### src/rtl/channelizer_n_if.sv
// Sample-stream bundle between a source and the channelizer, plus per-channel outputs.
// Latency: none (wires only).
// Backpressure: in_ready/out_ready carry the valid/ready handshakes in both directions.
interface channelizer_n_if #(
    parameter int WIDTH = 32,
    parameter int CH_W  = 2
);
    localparam int CHANNELS = 1 << CH_W;

    logic [WIDTH-1:0]          in_data;
    logic                      in_valid;
    logic [CH_W-1:0]           in_channel;
    logic                      seq_mode;
    logic                      seq_clear;
    logic                      in_ready;
    logic [CH_W-1:0]           cur_channel;
    logic [CHANNELS*WIDTH-1:0] out_data;
    logic [CHANNELS-1:0]       out_valid;
    logic [CHANNELS-1:0]       out_ready;
    logic                      frame_done;

    // Source side plus the per-channel consumers.
    modport master (
        output in_data, in_valid, in_channel, seq_mode, seq_clear, out_ready,
        input  in_ready, cur_channel, out_data, out_valid, frame_done
    );

    // Channelizer side.
    modport slave (
        input  in_data, in_valid, in_channel, seq_mode, seq_clear, out_ready,
        output in_ready, cur_channel, out_data, out_valid, frame_done
    );
endinterface

### src/rtl/channelizer_n.sv
// Routes one valid/ready sample stream into 2**CH_W one-deep output registers.
// Latency: 1 cycle from accepted input to out_valid/out_data of the target channel.
// Backpressure: in_ready is combinational from the target channel only; stalled channels never block others.
module channelizer_n #(
    parameter int WIDTH = 32,
    parameter int CH_W  = 2
) (
    input  logic             clk,
    input  logic             reset,
    channelizer_n_if.slave   bus
);
    localparam int CHANNELS = 1 << CH_W;

    logic [CH_W-1:0]           seq_cnt;
    logic [CH_W-1:0]           target;
    logic [CHANNELS-1:0]       valid_q;
    logic [CHANNELS*WIDTH-1:0] data_q;
    logic                      frame_done_q;
    logic [CHANNELS-1:0]       can_accept;
    logic                      xfer;
    logic                      last_ch;

    // Select the target channel: external index, or round-robin with start-of-frame override.
    always_comb begin
        target = bus.in_channel;
        if (bus.seq_mode) begin
            if (bus.seq_clear) begin
                target = '0;
            end else begin
                target = seq_cnt;
            end
        end
    end

    // A channel can take a sample when empty or when its held sample leaves this cycle.
    always_comb begin
        can_accept = ~valid_q | bus.out_ready;
        xfer       = bus.in_valid && can_accept[target];
        last_ch    = &target;
    end

    assign bus.in_ready    = can_accept[target];
    assign bus.cur_channel = target;
    assign bus.out_data    = data_q;
    assign bus.out_valid   = valid_q;
    assign bus.frame_done  = frame_done_q;

    // Per-channel output registers: load wins over drain so load+drain keeps valid high.
    always_ff @(posedge clk or posedge reset) begin
        if (reset) begin
            valid_q <= '0;
            data_q  <= '0;
        end else begin
            for (int k = 0; k < CHANNELS; k++) begin
                if (xfer && (target == CH_W'(k))) begin
                    valid_q[k]                <= 1'b1;
                    data_q[k*WIDTH +: WIDTH]  <= bus.in_data;
                end else if (bus.out_ready[k]) begin
                    valid_q[k] <= 1'b0;
                end
            end
        end
    end

    // Round-robin position: follows the channel just written, so a seq_clear transfer moves on to 1.
    always_ff @(posedge clk or posedge reset) begin
        if (reset) begin
            seq_cnt <= '0;
        end else if (bus.seq_mode) begin
            if (xfer) begin
                seq_cnt <= target + 1'b1;
            end else if (bus.seq_clear) begin
                seq_cnt <= '0;
            end
        end
    end

    // One-cycle pulse after a sequenced sample lands in the last channel.
    always_ff @(posedge clk or posedge reset) begin
        if (reset) begin
            frame_done_q <= 1'b0;
        end else begin
            frame_done_q <= bus.seq_mode && xfer && last_ch;
        end
    end
endmodule

### src/flat_wrapper.sv
// flat-port wrapper written by rule: the top's interface ports become plain ports
module channelizer_n_flat 
#(
    parameter int WIDTH = 32,
    parameter int CH_W  = 2
)
  (clk, reset, bus_in_data, bus_in_valid, bus_in_channel, bus_seq_mode, bus_seq_clear, bus_out_ready, bus_in_ready, bus_cur_channel, bus_out_data, bus_out_valid, bus_frame_done);
  channelizer_n_if #(.WIDTH(WIDTH), .CH_W(CH_W)) bus_i ();
  input  logic clk;
  input  logic reset;
  input wire logic [$bits(bus_i.in_data)-1:0] bus_in_data;
  input wire logic [$bits(bus_i.in_valid)-1:0] bus_in_valid;
  input wire logic [$bits(bus_i.in_channel)-1:0] bus_in_channel;
  input wire logic [$bits(bus_i.seq_mode)-1:0] bus_seq_mode;
  input wire logic [$bits(bus_i.seq_clear)-1:0] bus_seq_clear;
  input wire logic [$bits(bus_i.out_ready)-1:0] bus_out_ready;
  output wire logic [$bits(bus_i.in_ready)-1:0] bus_in_ready;
  output wire logic [$bits(bus_i.cur_channel)-1:0] bus_cur_channel;
  output wire logic [$bits(bus_i.out_data)-1:0] bus_out_data;
  output wire logic [$bits(bus_i.out_valid)-1:0] bus_out_valid;
  output wire logic [$bits(bus_i.frame_done)-1:0] bus_frame_done;
  assign bus_i.in_data = bus_in_data;
  assign bus_i.in_valid = bus_in_valid;
  assign bus_i.in_channel = bus_in_channel;
  assign bus_i.seq_mode = bus_seq_mode;
  assign bus_i.seq_clear = bus_seq_clear;
  assign bus_i.out_ready = bus_out_ready;
  assign bus_in_ready = bus_i.in_ready;
  assign bus_cur_channel = bus_i.cur_channel;
  assign bus_out_data = bus_i.out_data;
  assign bus_out_valid = bus_i.out_valid;
  assign bus_frame_done = bus_i.frame_done;
  channelizer_n #(.WIDTH(WIDTH), .CH_W(CH_W)) u_core (.clk(clk), .reset(reset), .bus(bus_i));
endmodule
### config.mk
export PLATFORM = sky130hd
export DESIGN_NAME = channelizer_n_flat
export DESIGN_NICKNAME = d
export VERILOG_FILES = /design/src/rtl/channelizer_n_if.sv /design/src/rtl/channelizer_n.sv /design/src/flat_wrapper.sv
export SDC_FILE = /design/constraint.sdc
export NUM_CORES = 1
export LEC_CHECK = 0
export CAP_MARGIN = 5
export CORE_ASPECT_RATIO = 0.9
export CORE_MARGIN = 4
export CORE_UTILIZATION = 45
export DETAILED_ROUTE_END_ITERATION = 8
export PLACE_DENSITY_LB_ADDON = 0.2
export SYNTH_ARGS = -nofsm -noshare
export SYNTH_HDL_FRONTEND = slang
export SYNTH_SLANG_ARGS = --single-unit
### constraint.sdc
create_clock -name clk -period 5.9 [get_ports clk]
set_clock_uncertainty 0.05 [all_clocks]
set_input_delay 1.18 -clock clk [delete_from_list [all_inputs] [get_ports clk]]
set_output_delay 1.18 -clock clk [all_outputs]
set_load 0.02 [all_outputs]
# After elaboration in Yosys (flattened, before gate mapping)
# Index checks and enable logic that the tools add are counted.
# classes
addsub,1
n_lt_le_gt_ge,1
n_eq_ne,3
mux,13
bitwise,2
n_reduce_logical,13
# op_table
cell,n
1-bit 2-to-1 mux,9
2-bit nonzero test,4
1-bit logical AND,7
2-bit 2-to-1 mux,3
"2-bit equality test, second input constant",2
4-bit NOT,1
4-bit OR,1
"2-bit by 3-bit less-than comparator with 1-bit output, second input constant",1
"2-bit by 1-bit adder with 2-bit output, second input constant",1
1-bit binary-select mux with 2-bit select,1
"2-bit by 1-bit equality test with 1-bit output, second input constant",1
2-bit zero test,1
2-bit AND reduction,1
# word_totals
ff_bits,135
inputBits,43
wordCells,43

# Depth between registers and ports, before layout
# depth
ltp_word,7
depth_mapped,9
ltp_nobuf,6

# Worst setup path before layout
# Ideal clock, no wire load.
# synth_timing
path_kind,input-to-output
start,in bus_seq_mode
end,out bus_in_ready
arrival_ps,2158
t_required_ps,4670
slack_ps,2512
stages,4
path_buffers,1
cell_sequence,and3b_1 > or2_4 > o32ai_2 > buf_6
# synth_between
elab_chain_len,3
# synth_rtl
element,line,text
from (decl),flat_wrapper.sv:14,input wire logic [$bits(bus_i.seq_mode)-1:0] bus_seq_mode;
2-bit 2-to-1 mux,channelizer_n.sv:26,if (bus.seq_mode) begin
via bus_cur_channel[1],flat_wrapper.sv:18,output wire logic [$bits(bus_i.cur_channel)-1:0] bus_cur_channel;
1-bit binary-select mux with 2-bit select,channelizer_n.sv:42,assign bus.in_ready = can_accept[target];
1-bit 2-to-1 mux (implied by the code),channelizer_n.sv:42,
to (decl),flat_wrapper.sv:17,output wire logic [$bits(bus_i.in_ready)-1:0] bus_in_ready;
# The timed path passes the listed nets, and every way through them passes these cells. The select of a mux whose other input is x is not followed.

# Worst setup path in the final report
# layout_timing
start,in bus_seq_mode
end,out bus_in_ready
# layout_between
elab_chain_len,3
# layout_rtl
element,line
2-bit 2-to-1 mux,channelizer_n.sv:26
1-bit binary-select mux with 2-bit select,channelizer_n.sv:42
1-bit 2-to-1 mux (implied by the code),channelizer_n.sv:42
# No other way between the ends. The select of a mux whose other input is x is not followed.

==> impl_metrics.tcl <==
set metrics [dict create \
    status "finished clean" \
    drive_gt1_share_pct 29.7 \
    dr.pass1.iters 4 \
    setup_slack_ns 1.16 \
    slew_viol_final 0 \
    period_needed_ns 4.74 \
    switching_power_mw 1.34 \
    pre_cts_ws_ns 1.18 \
    cts_tree "yes" \
    max_stage_delay_ns 0.63 \
    synthTopCellsByArea "dfrtp_1 (62%), mux2_4 (13%), mux2_2 (13%)" \
    fin_tns_setup_ns 0 \
    power_density_nw_per_um2 537 \
    cts_root_buf "clkbuf_16" \
    syn_nets 372 \
    cap_violations 0 \
    period_share_pct 80.3 \
    grt_antenna_before_repair 0 \
    critPathMaxFanout 13 \
    yosysTopAreaCellShare_pct 61.7 \
    cts_buffers 17 \
    routedWlPerCell_um 19.4 \
    num_vias 3380 \
    wirelength_um 13100 \
    portBuffers 178 \
    slowest_stage "clkdlybuf4s50_1" \
    critPathLaunchType "input port" \
    critPathArrivalTime_ns 3.51 \
    power_leakage_nw 3.59 \
    final_common_cell "clkdlybuf4s50_1" \
    dieArea_um2 14000 \
    rows 37 \
    crit_type "input port to primary output" \
    syn_area_um2 5470 \
    start_util_pct 46.9 \
    cts-hold-fix-buffers 0 \
    htreeDepth 4 \
    clk_latency_ns 0.41 \
    endpoint_kind "primary output" \
    clkSinkCount 135 \
    utilization_pct 68.6 \
    dpl.hpwl_um 8810 \
    place_inst 646 \
    p_int_mw 2.96 \
    switching_share_pct 31.1 \
    placed_area_um2 7340 \
    yosys_warnings 0 \
    cts_setup_buffers 0 \
    io_pins 179 \
    clkPwrFrac_pct 27.1 \
    area_growth_pct 46.3 \
    avgSynthCellArea_um2 16.8 \
    setup_viol 0 \
    synth-seq-area-share_pct 61.7 \
    cts_resized 0 \
    required_ns 4.67 \
    max_freq_ghz 0.211 \
    drtIter0Drc 131 \
    die_h_um 113 \
    hold_path_class "register to register" \
    grt-ovfl-total 0 \
    clk_pin_slew_worst_paths_ns 0.06 \
    crit_chain "clkdlybuf4s50_1 -> and3b_1 -> or2_4 -> o32ai_2 -> buf_4 -> clkdlybuf4s50_1" \
    grt_pass1_wl_um 21300 \
    worst_pin_slew_ns 0.874 \
    track_usage_pct 19.5 \
    gp_congestion 0.797 \
    vdd_ir_drop_max_uv 284 \
    synth_cell_types 27 \
    synth_top_cell_by_area "dfrtp_1" \
    final_cell_mix "clkdlybuf4s50_1 (178), dfrtp_1 (135), mux2_2 (63)" \
    core_um2 11700 \
    final_cell_area_um2 8010 \
    grt_max_degree 63 \
    postRouteAntennaNets 0 \
    maxSlewHeadroom_pct 41.8 \
    rsz0062_at_grt "no" \
    grt_pass1_vias 3833 \
    antenna_cells 0 \
    via_per_inst 4.99 \
    clock_path_buffers 2 \
    remaining_drc_errors 0 \
    crit_top_cell "clkdlybuf4s50_1" \
    final_cells 678 \
    p_seq_share_pct 33.9 \
    final_nets 556 \
    dieWidth_um 124 \
    ys_seq_elements 135 \
    comb_power_share_pct 39.0 \
    hold_violations 0 \
    syn_inst 325 \
]
[area by class of cell]
class                   instances  area, µm²
well taps                     156        195
clock buffers                  20        467
inverters                       4       17.5
repair buffers                181       1800
fillers                       820       3660
clock inverters                12        198
multi-input cells             170       1950
flip-flops and latches        135       3380
[through the flow]
stage | total power, mW | hold slack [ns]
2_1_floorplan | 2.30 | 0.556
3_3_place_gp | 3.12 | 0.418
3_5_place_dp | 3.16 | 0.424
4_1_cts | 4.36 | 0.438
5_1_grt | 4.51 | 0.456
6_report | 4.30 | 0.432
[Yosys cell counts]
cell type    n
a21oi_1      2
a2bb2oi_1    1
a31o_2       1
a31oi_1      1
and2_1       1
and3_1       5
and3b_1      2
buf_2        5
buf_4        4
buf_6        7
dfrtp_1    135
ha_1         4
inv_1        4
mux2_1      17
mux2_2      63
mux2_4      48
nand2_1      7
nand2b_1     5
nand3_1      2
nand3_4      2
nand3b_1     1
nand4_1      1
nor2b_1      2
nor3_1       1
o311ai_0     1
o32ai_2      2
or2_4        1
[per-layer routing]
metal / share of wire (%) / vias to the layer above / global-route usage, %
met1: 41 / 1740 / 23.3
met3: 7.2 / 13 / 7.47
met5: 0 / - / 0
met4: 1.5 / 0 / 7.16
met2: 50 / 118 / 32.3
li1: - / 1509 / -
[sequential cells by signal (all words and copies together) (netlist names)]
signal                 count
u_core.bus.out_valid       4
u_core.seq_cnt             2
u_core.bus.out_data      128
u_core.bus.frame_done      1
[power groups by stage]
stage / registers (mW) / logic, mW / clock network (mW)
2_1_floorplan: 1.86 / 0.437 / 0
3_3_place_gp: 1.45 / 1.67 / 0
3_5_place_dp: 1.47 / 1.69 / 0
4_1_cts: 1.46 / 1.70 / 1.19
5_1_grt: 1.50 / 1.76 / 1.24
6_report: 1.46 / 1.68 / 1.17
[kinds of logic (layout without fill, tap and decap cells)]
group	Yosys count	count (layout)	share of synthesized area (%)
adder cells (fa/ha/maj)	4	4	0.915
buffers and inverters	20	217	2.72
AO/OA/AOI/OAI	8	8	1.37
multiplexers	128	128	29.6
flip-flops	135	135	61.7
AND/OR/NAND/NOR	30	30	3.61
[worst max-delay path, delay by kind of cell]
family	cells	cell delay, ns
buf+inv	3	1.46
simple gates	2	0.59
compound gates	1	0.27
[final timing paths]
kind                       slack [ns]               startpoint                 endpoint  depth (start not counted)
min in group asynchronous        1.22                    reset  u_core.bus.out_data[33]                          2
setup / recovery                 1.16             bus_seq_mode             bus_in_ready                          6
hold / removal                   0.43  u_core.bus.out_data[37]  u_core.bus.out_data[37]                          1
setup reg to reg                 3.16        u_core.seq_cnt[1]   u_core.bus.out_data[7]                          6
hold reg to reg                  0.43  u_core.bus.out_data[37]  u_core.bus.out_data[37]                          1
max in group asynchronous        3.55                    reset  u_core.bus.out_data[59]                          3
(Power assumes the default switching activity.)
==> edit (same settings) <==
`WIDTH` is set to 32 in 3 places; all go to 48.
--- a/src/rtl/channelizer_n_if.sv
+++ b/src/rtl/channelizer_n_if.sv
@@ -2,7 +2,7 @@
 // Latency: none (wires only).
 // Backpressure: in_ready/out_ready carry the valid/ready handshakes in both directions.
 interface channelizer_n_if #(
-    parameter int WIDTH = 32,
+    parameter int WIDTH = 48,
     parameter int CH_W  = 2
 );
     localparam int CHANNELS = 1 << CH_W;
--- a/src/rtl/channelizer_n.sv
+++ b/src/rtl/channelizer_n.sv
@@ -2,7 +2,7 @@
 // Latency: 1 cycle from accepted input to out_valid/out_data of the target channel.
 // Backpressure: in_ready is combinational from the target channel only; stalled channels never block others.
 module channelizer_n #(
-    parameter int WIDTH = 32,
+    parameter int WIDTH = 48,
     parameter int CH_W  = 2
 ) (
     input  logic             clk,
--- a/src/flat_wrapper.sv
+++ b/src/flat_wrapper.sv
@@ -1,7 +1,7 @@
 // flat-port wrapper written by rule: the top's interface ports become plain ports
 module channelizer_n_flat 
 #(
-    parameter int WIDTH = 32,
+    parameter int WIDTH = 48,
     parameter int CH_W  = 2
 )
   (clk, reset, bus_in_data, bus_in_valid, bus_in_channel, bus_seq_mode, bus_seq_clear, bus_out_ready, bus_in_ready, bus_cur_channel, bus_out_data, bus_out_valid, bus_frame_done);
Interface: changed (resized bus_in_data and bus_out_data); port bits go from 179 to 259. No check against the original RTL was run, so the function may have changed too.
==> edit against the original RTL <==
  * First-iteration DRC count is 47% higher
  * Worst setup slack gained 0.15 ns
  * Sequential share of layout area is 1.9 points higher
  * Routed wire length rose by 49%
  * Synthesized cell count increased by 42%
  * Sequential power increased by 48%
  * Synthesized area grew 45%
  * Total power up 36%
  * Design area grew 41%
  * Sequential cell count is 64 higher
  * Die area increased by 42%
  * Critical path type unchanged
  * Largest power group unchanged
==> edit: results <==
export IMPL_outcome="finished clean"
export IMPL_wl_met2_um=9330
export IMPL_fin_nets=783
export IMPL_syn_avg_cell_area_um2=17.2
export IMPL_placed_cell_area_um2=10700
export IMPL_place_ws_ns=1.31
export IMPL_leakagePower_nw=4.99
export IMPL_power_frac_comb_pct=42.8
export IMPL_viasPerCell=5.01
export IMPL_dpl_cell_count=936
export IMPL_power_internal_w=0.00389
export IMPL_gp_congestion=0.825
export IMPL_avgRoutedWirePerCell_um=20.3
export IMPL_synth_commonest_cells="dfrtp_1, mux2_2, mux2_4"
export IMPL_ff2ff_setup_slack_ns=2.99
export IMPL_p_switching_w=0.00197
export IMPL_seqPwrFrac_pct=36.9
export IMPL_met1_usage_pct=26.3
export IMPL_min_from="u_core.bus.out_data[185]"
export IMPL_syn_nets=524
export IMPL_met1_length_um=8510
export IMPL_peakVddDrop_uv=314
export IMPL_hold_slack_ns=0.457
export IMPL_cp_slowest_stage_delay_ns=0.70
export IMPL_wl_met3_um=1550
export IMPL_synth_area_leaders="dfrtp_1, mux2_2, mux2_4, buf_6, ha_1"
export IMPL_synth_seq_area_share_pct=62.7
export IMPL_use_met3_pct=7.16
export IMPL_timing_rr_end="u_core.bus.out_data[165]"
export IMPL_largest_reg_flops=192
export IMPL_hold_path_endpoint="u_core.bus.out_data[185]"
export IMPL_grt_max_degree=200
-- edit: cell types whose count changed in the layout (fill, tap and decap cells not counted), moves of 3 or more --
cell and change:
bufinv_16 -3, clkinv_2 -3, clkdlybuf4s50_1 +80, inv_8 +4, mux2_2 +61, dfrtp_1 +64
mux2_1 -17, mux2_4 +20
-- edit: logic make-up after synthesis --
family | Yosys count | synth area share [%]
buf+inv | 27 | 2.76
mux | 192 | 30.4
compound gates | 8 | 0.945
fa+ha+maj | 4 | 0.630
flops | 199 | 62.7
simple gates | 31 | 2.54
-- edit: worst max-delay path: cells and delay by family --
| kind | cells | cell delay (ns) |
|---|---|---|
| and+or+nand+nor | 2 | 0.58 |
| buffers and inverters | 2 | 1.29 |
| AOI/OAI and AO/OA | 1 | 0.30 |
-- edit: cell type report --
cell class	count	area (um2)
Fill cell	1253	5820
Sequential cell	199	4980
Multi-Input combinational cell	235	2750
Timing Repair Buffer	263	2650
Clock buffer	19	443
Tap cell	235	294
Clock inverter	13	163
Inverter	4	18.8
Antenna cell	1	2.50
